### config.mk
export PLATFORM = sky130hd
export DESIGN_NAME = multdiv_unit
export DESIGN_NICKNAME = d
export VERILOG_FILES = /design/src/rtl/multdiv_unit.sv
export SDC_FILE = /design/constraint.sdc
export NUM_CORES = 1
export LEC_CHECK = 0
export CAP_MARGIN = 20
export CELL_PAD_IN_SITES_DETAIL_PLACEMENT = 1
export CELL_PAD_IN_SITES_GLOBAL_PLACEMENT = 1
export CORE_MARGIN = 2
export CORE_UTILIZATION = 40
export CTS_BUF_LIST = sky130_fd_sc_hd__clkbuf_4
export CTS_CLUSTER_SIZE = 30
export DETAILED_ROUTE_END_ITERATION = 10
export PLACE_DENSITY = 0.87
export SYNTH_ARGS = -nofsm -noshare
export SYNTH_HDL_FRONTEND = slang
export SYNTH_SLANG_ARGS = --single-unit
### constraint.sdc
create_clock -name clock -period 4.5 [get_ports clock]
set_clock_uncertainty 0.05 [all_clocks]
set_input_delay 0.45 -clock clock [delete_from_list [all_inputs] [get_ports clock]]
set_output_delay 0.45 -clock clock [all_outputs]
set_load 0.01 [all_outputs]
### src/rtl/multdiv_unit.sv
// multdiv_unit: iterative signed multiply (radix-2 shift-add) / restoring divide, one bit per cycle.
// Optional MULTDIV_ZERO_SHORTCUT_EN: zero multiply operand or zero divisor skips iteration.
module multdiv_unit #(
  parameter int WIDTH = 32,
  parameter int TAGW  = 5
) (
  input  logic             clock,
  input  logic             ctrl_reset,
  input  logic             ctrl_MULT,
  input  logic             ctrl_DIV,
  input  logic [WIDTH-1:0] data_operandA,
  input  logic [WIDTH-1:0] data_operandB,
  input  logic [TAGW-1:0]  ctrl_destReg,
  output logic [WIDTH-1:0] data_result,
  output logic             data_exception,
  output logic             data_resultRDY,
  output logic [TAGW-1:0]  out_destReg,
  output logic             busy
);

  localparam int ITER = WIDTH;
  localparam int CW   = $clog2(ITER);

  typedef enum logic [1:0] {IDLE = 2'd0, MUL = 2'd1, DIV = 2'd2, DONE = 2'd3} state_t;

  state_t             state_q, state_d;
  logic [CW-1:0]      cnt_q, cnt_d;
  logic [2*WIDTH-1:0] acc_q, acc_d;
  logic [WIDTH-1:0]   opb_q, opb_d;
  logic               neg_q, neg_d;
  logic               is_mul_q, is_mul_d;
  logic               divz_q, divz_d;
  logic               skip_q, skip_d;
  logic [TAGW-1:0]    tag_q, tag_d;
  logic [TAGW-1:0]    out_tag_q, out_tag_d;
  logic [WIDTH-1:0]   res_q, res_d;
  logic               exc_q, exc_d;
  logic               rdy_q, rdy_d;

  logic               start, last, skip_start;
  logic [WIDTH-1:0]   abs_a, abs_b;
  logic [WIDTH:0]     add_sum, div_shift, div_diff;
  logic [2*WIDTH-1:0] mul_step, div_step, prod_s;
  logic [WIDTH-1:0]   quo_s;

  assign start = ctrl_MULT | ctrl_DIV;
  assign last  = (cnt_q == CW'(ITER - 1));
  assign abs_a = data_operandA[WIDTH-1] ? -data_operandA : data_operandA;
  assign abs_b = data_operandB[WIDTH-1] ? -data_operandB : data_operandB;

`ifdef MULTDIV_ZERO_SHORTCUT_EN
  assign skip_start = ctrl_MULT ? ((data_operandA == '0) || (data_operandB == '0))
                                : (data_operandB == '0);
`else
  assign skip_start = 1'b0;
`endif

  // acc holds {partial product high, multiplier/product low} or {remainder, dividend/quotient}
  assign add_sum   = {1'b0, acc_q[2*WIDTH-1:WIDTH]} + (acc_q[0] ? {1'b0, opb_q} : '0);
  assign mul_step  = {add_sum, acc_q[WIDTH-1:1]};
  assign div_shift = acc_q[2*WIDTH-1:WIDTH-1];
  assign div_diff  = div_shift - {1'b0, opb_q};
  assign div_step  = div_diff[WIDTH] ? {div_shift[WIDTH-1:0], acc_q[WIDTH-2:0], 1'b0}
                                     : {div_diff[WIDTH-1:0],  acc_q[WIDTH-2:0], 1'b1};
  assign prod_s    = neg_q ? -acc_q : acc_q;
  assign quo_s     = neg_q ? -acc_q[WIDTH-1:0] : acc_q[WIDTH-1:0];

  always_ff @(posedge clock or posedge ctrl_reset) begin
    if (ctrl_reset) begin
      state_q   <= IDLE;
      cnt_q     <= '0;
      acc_q     <= '0;
      opb_q     <= '0;
      neg_q     <= 1'b0;
      is_mul_q  <= 1'b0;
      divz_q    <= 1'b0;
      skip_q    <= 1'b0;
      tag_q     <= '0;
      out_tag_q <= '0;
      res_q     <= '0;
      exc_q     <= 1'b0;
      rdy_q     <= 1'b0;
    end else begin
      state_q   <= state_d;
      cnt_q     <= cnt_d;
      acc_q     <= acc_d;
      opb_q     <= opb_d;
      neg_q     <= neg_d;
      is_mul_q  <= is_mul_d;
      divz_q    <= divz_d;
      skip_q    <= skip_d;
      tag_q     <= tag_d;
      out_tag_q <= out_tag_d;
      res_q     <= res_d;
      exc_q     <= exc_d;
      rdy_q     <= rdy_d;
    end
  end

  always_comb begin
    state_d = state_q;
    if (ctrl_MULT) begin
      state_d = MUL;
    end else if (ctrl_DIV) begin
      state_d = DIV;
    end else begin
      case (state_q)
        MUL, DIV: if (last || skip_q) state_d = DONE;
        DONE:     state_d = IDLE;
        default:  state_d = state_q;
      endcase
    end
  end

  always_comb begin
    cnt_d     = cnt_q;
    acc_d     = acc_q;
    opb_d     = opb_q;
    neg_d     = neg_q;
    is_mul_d  = is_mul_q;
    divz_d    = divz_q;
    skip_d    = skip_q;
    tag_d     = tag_q;
    out_tag_d = out_tag_q;
    res_d     = res_q;
    exc_d     = exc_q;
    rdy_d     = 1'b0;
    if (start) begin
      // A start in any state restarts; multiply wins a collision
      is_mul_d = ctrl_MULT;
      acc_d    = {{WIDTH{1'b0}}, ctrl_MULT ? abs_b : abs_a};
      opb_d    = ctrl_MULT ? abs_a : abs_b;
      neg_d    = data_operandA[WIDTH-1] ^ data_operandB[WIDTH-1];
      divz_d   = (data_operandB == '0);
      skip_d   = skip_start;
      tag_d    = ctrl_destReg;
      cnt_d    = '0;
    end else begin
      case (state_q)
        MUL, DIV: begin
          cnt_d = last ? '0 : cnt_q + CW'(1);
          if (skip_q)              acc_d = '0;
          else if (state_q == MUL) acc_d = mul_step;
          else                     acc_d = div_step;
        end
        DONE: begin
          rdy_d     = 1'b1;
          out_tag_d = tag_q;
          if (is_mul_q) begin
            res_d = prod_s[WIDTH-1:0];
            exc_d = (prod_s[2*WIDTH-1:WIDTH] != {WIDTH{prod_s[WIDTH-1]}});
          end else if (divz_q) begin
            res_d = '0;
            exc_d = 1'b1;
          end else begin
            res_d = quo_s;
            exc_d = !neg_q && acc_q[WIDTH-1];
          end
        end
        default: ;
      endcase
    end
  end

  assign data_result    = res_q;
  assign data_exception = exc_q;
  assign data_resultRDY = rdy_q;
  assign out_destReg    = out_tag_q;
  assign busy           = (state_q != IDLE);

endmodule

Word level (Yosys, flattened, before mapping)
Index checks and enable logic that the tools add are counted.
{"block": "word_totals", "register_bits": 150, "input_bits": 73, "output_inout_bits": 40, "elab_cells": 61}
{"block": "op_classes", "add_sub_neg": 7, "eq_ne": 6, "n_mux": 24, "n_bitwise": 3, "reduce_logical": 9}
{"op": "$mux W64", "count": 5}
{"op": "$mux W32", "count": 8}
{"op": "$neg A32 Y32", "count": 3}
{"op": "$neg A64 Y64", "count": 1}
{"op": "$add A32 B32 Y33", "count": 1}
{"op": "$sub A33 B32 Y33", "count": 1}
{"op": "$logic_not A32 Y1", "count": 1}
{"op": "$ne A32 B32 Y1", "count": 1}
{"op": "$mux W5", "count": 3}
{"op": "$mux W2", "count": 3}
{"op": "$add A5 B1 Y5 const B", "count": 1}
{"op": "$eq A5 B5 Y1 const B", "count": 1}
{"op": "$eq A2 B2 Y1 const B", "count": 2}
{"op": "$mux W1", "count": 4}
{"op": "$ne A4 B4 Y1 const B", "count": 1}
{"op": "$pmux W2 S2", "count": 1}
{"op": "$reduce_and A2 Y1", "count": 2}
{"op": "$reduce_bool A2 Y1", "count": 2}
{"op": "$reduce_bool A4 Y1", "count": 1}
{"op": "$eq A2 B1 Y1 const B", "count": 1}
{"op": "$reduce_or A2 Y1", "count": 1}
{"op": "$logic_and A1 B1 Y1", "count": 1}
{"op": "$logic_not A1 Y1", "count": 1}
{"op": "$not A1 Y1", "count": 1}
{"op": "other kinds (2)", "count": 2}

Logic depth before layout (Yosys ltp)
{"block": "depth", "depth_word": 5, "mapped_depth": 15, "mapped_depth_nobuf": 14}

Worst setup path after synthesis
Ideal clock, no wire load.
{"block": "synth_path", "path_kind": "reg2reg", "from": "register acc_q[11]", "to": "register exc_q (netlist: data_exception)", "setup_ns": 0.139, "arrival_ns": 3.640, "t_required_ns": 4.311, "path_slack_ns": 0.671, "stages_incl_launch_ff": 12, "path_buffers": 1, "synth_period_minus_slack_ns": 3.829, "path_cell_list": "dfrtp_1 -> or4_4 -> or4_4 -> or4_1 -> clkbuf_1 -> o41ai_1 -> xor2_1 -> nor2_1 -> a21oi_1 -> or4_1 -> a2111oi_0 -> a21oi_1"}
{"block": "synth_via", "elab_chain_cells": 4}
{"element": "from (decl)", "line": "28", "text": "logic [2*WIDTH-1:0] acc_q, acc_d;"}
{"element": "from (signal assigned)", "line": "72", "text": "acc_q <= '0;"}
{"element": "from (signal assigned)", "line": "86", "text": "acc_q <= acc_d;"}
{"element": "$neg A64 Y64", "line": "65", "text": "assign prod_s = neg_q ? -acc_q : acc_q;"}
{"element": "$mux W64", "line": "65"}
{"element": "$ne A32 B32 Y1", "line": "151", "text": "exc_d = (prod_s[2*WIDTH-1:WIDTH] != {WIDTH{prod_s[WIDTH-1]}});"}
{"element": "$mux W1", "line": "149", "text": "if (is_mul_q) begin"}
{"element": "to (signal assigned)", "line": "81", "text": "exc_q <= 1'b0;"}
{"element": "to (signal assigned)", "line": "95", "text": "exc_q <= exc_d;"}
{"element": "to (decl)", "line": "37", "text": "logic exc_q, exc_d;"}
No other way between the ends.
A chain may end at the register's enable or synchronous reset.

Worst setup path in the final report
{"block": "layout_path", "from": "register acc_q[10]", "to": "register exc_q (netlist: data_exception)"}
The elaborated chain is that of the path after synthesis.

==> metrics <==
result of the run completed; Worst Path Required 4.93 ns; unrepaired setup endpoints after global routing false; initial antenna violation count 1; Most used DFF post-synth dfrtp_1; first-pass GRT wire length 81.2 mm; Overflow after GRT 0; Final WS setup 0.258 ns; Setup Buffers After CTS 0; CTS tree done; top cells by area, synth dfrtp_1, o21ai_0, ha_1; flops & latches, synth 150; routability cong. 0.926; most used cell, CP or4_4; # hold bufs at CTS 0; Max Cap Viol 0; FMAX 0.236 GHz; fin cells 2292; Final #Nets 1978; die area 0.0358 mm2; CP endpoint data_exception$_DFFE_PP0P_; area post-placement 0.0155 mm2; CP Data Arrival Time 4.67 ns; Clk Latency, worst-skew pair 0.64 ns; Synth top area share 0.273; Seq/Total Area, Yosys 0.273; share of layout cells above drive strength 1 0.0700; crit share post-route 0.943; DR pass1 iterations 5; Slowest-stage cell, CP or4_4; core area 0.0337 mm2; Post-Place Worst Slack 0.254 ns; maximum buffer depth of the clock tree 2; WL/cell 22.6 um; largest net degree at the start of global routing 76; setup tns final 0 ns; leading area contributor after synthesis dfrtp_1; area grow syn2layout 14.9%; Min-Delay Path Class input port to flip-flop; post_cts resized 0; WS Path Type flip-flop to flip-flop; Tot GR Track Use 0.288; Period minus WS final 4.24 ns; syn_nets 1895; critical path peak fanout 8; P_leak 6.79 nW; TritonCTS Buffers 17; Remaining DRCs 0; Critical Path Start Type flip-flop; EDFF count, synth 0; Ports 113; vias in the first global route 14721; Buf/Inv on CP 0; die extent in y 189 um; hpwl dp 40.3 mm; Levels on crit path 10; Slew Viols, Final 0; drt initial violations 925; RR Endpoint data_exception$_DFFE_PP0P_; crit path cell chain or4_4, or4_4, or3_1, nor3_4, a21boi_1, xnor2_1, o22ai_1, or4_1, a2111oi_0, a21oi_1; Post-Syn Instances 1747; r2r setup slk 0.26 ns; final setup vio count 0; r2r worst-path depth 10; final instance area 0.0158 mm2; Final Hold Vio Count 0; CTS Root Cell clkbuf_4; vias after detailed routing 14222; Worst setup EP type flip-flop; Clock transition at path regs 0.16 ns; Avg Synthesized Cell Area 7.86 um2; family with the most delay on the worst path simple AND/OR/NAND/NOR gates; ANT nets after route 0; clk sinks 150; slew margin rel. 0.359; std cell rows 67; worst slew pin tran 0.962 ns; H-tree depth 4; placed cells 2258; vias per cell 6.21; Synth cell types 79; slowest cell delay on critical path 0.59 ns; fillers 4161; Die Width 189 um; Worst setup startpoint acc_q[10]$_DFFE_PP0P_; R2R Path Start acc_q[10]$_DFFE_PP0P_; peak supply drop 245 uV; Initial Utilization 0.408; share of async-settable or async-resettable flops after synthesis 1.00; Post-Syn Area 0.0137 mm2; Syn. warnings 0; IO Port Bufs 112; PwrDens 448 mW/mm2; final WL 51.9 mm
-- metrics by stage --
step | hold WS (ns) | utilization | total power (W)
floorplan | 0.383 | - | 0.00453
global placement | 0.394 | 0.458 | 0.00591
detailed placement | 0.410 | 0.459 | 0.00606
CTS | 0.226 | 0.467 | 0.00703
global route | 0.278 | 0.468 | 0.00751
finish | 0.272 | 0.468 | 0.00707
-- cell usage after synthesis, drive strengths merged, types with 31 or more instances --
| library cell | count |
|---|---|
| a21o | 32 |
| mux2i | 56 |
| xnor2 | 78 |
| dfrtp | 150 |
| a21oi | 102 |
| o21ai | 187 |
| xor2 | 93 |
| nor2 | 137 |
| nand2 | 219 |
| nor3 | 31 |
| o31ai | 42 |
| clkbuf | 78 |
| ha | 73 |
| inv | 73 |
-- worst min-delay path by stage --
| stage | from | to | slack, ns | cells after the start |
|---|---|---|---|---|
| final | ctrl_MULT | opb_q[24]$_DFFE_PP0N_ | 0.27 | 3 |
| after global routing | ctrl_MULT | opb_q[25]$_DFFE_PP0N_ | 0.28 | 3 |
| after CTS | ctrl_MULT | opb_q[24]$_DFFE_PP0N_ | 0.23 | 3 |
| after detailed placement | tag_q[4]$_DFFE_PP0N_ | tag_q[4]$_DFFE_PP0N_ | 0.41 | 2 |
| after global placement | tag_q[4]$_DFFE_PP0N_ | tag_q[4]$_DFFE_PP0N_ | 0.39 | 2 |
| after floorplan | tag_q[0]$_DFFE_PP0N_ | tag_q[0]$_DFFE_PP0N_ | 0.38 | 2 |
-- logic make-up after synthesis --
| family | Yosys count | synth area share |
|---|---|---|
| fa+ha+maj | 75 | 0.0694 |
| simple gates | 559 | 0.191 |
| xor+xnor | 171 | 0.110 |
| buf+inv | 175 | 0.0492 |
| mux | 65 | 0.0482 |
| flops | 150 | 0.273 |
| compound gates | 552 | 0.259 |
-- where the power goes --
| group | leakage, nW | switching [W] | total (W) | internal (W) |
|---|---|---|---|---|
| clock network | 0.149 | 0.000602 | 0.000944 | 0.000342 |
| registers | 1.87 | 0.000411 | 0.00209 | 0.00168 |
| logic | 4.77 | 0.00239 | 0.00404 | 0.00165 |
| total | 6.79 | 0.00340 | 0.00707 | 0.00367 |
-- per-layer routing --
metal | track usage | share of wire | up-vias
met3 | 0.0411 | 0.057 | 116
met1 | 0.363 | 0.42 | 7115
met2 | 0.484 | 0.48 | 525
met4 | 0.141 | 0.047 | 0
met5 | 0 | 0 | -
li1 | - | - | 6466
-- registers in the layout, summed over array words and instances (netlist names) --
register and count:
acc_q 64, data_result 32, opb_q 32, cnt_q 5, out_destReg 5, tag_q 5, state_q 2, data_exception 1
data_resultRDY 1, divz_q 1, is_mul_q 1, neg_q 1
-- worst min-delay path: cells and delay by family --
family | cells | cell delay (ns)
simple gates | 1 | 0.12
compound gates | 1 | 0.07
buf+inv | 1 | 0.27
-- cell type report --
class	instances	area, um2	area share
Antenna cell	1	2.50	0.000159
Clock buffer	17	128	0.00809
Clock inverter	15	170	0.0108
Inverter	73	278	0.0176
Multi-Input combinational cell	1422	9310	0.590
Sequential cell	150	3750	0.238
Tap cell	448	561	0.0355
Timing Repair Buffer	166	1570	0.0996
-- layout by cell type, fill, tap and decap left out, drive strengths merged, types with 18 or more instances in the layout --
master	count
nand2	219
o21ai	187
dfrtp	150
nor2	137
clkdlybuf4s50	111
a21oi	102
xor2	93
xnor2	78
inv	77
ha	73
mux2i	56
buf	54
o31ai	42
a21o	32
nor3	31
or3	29
nand3	26
nand2b	25
a211oi	23
or4	23
o211ai	21
o41ai	20
clkbuf	18
Note: power is estimated with default switching activity, not from simulation.
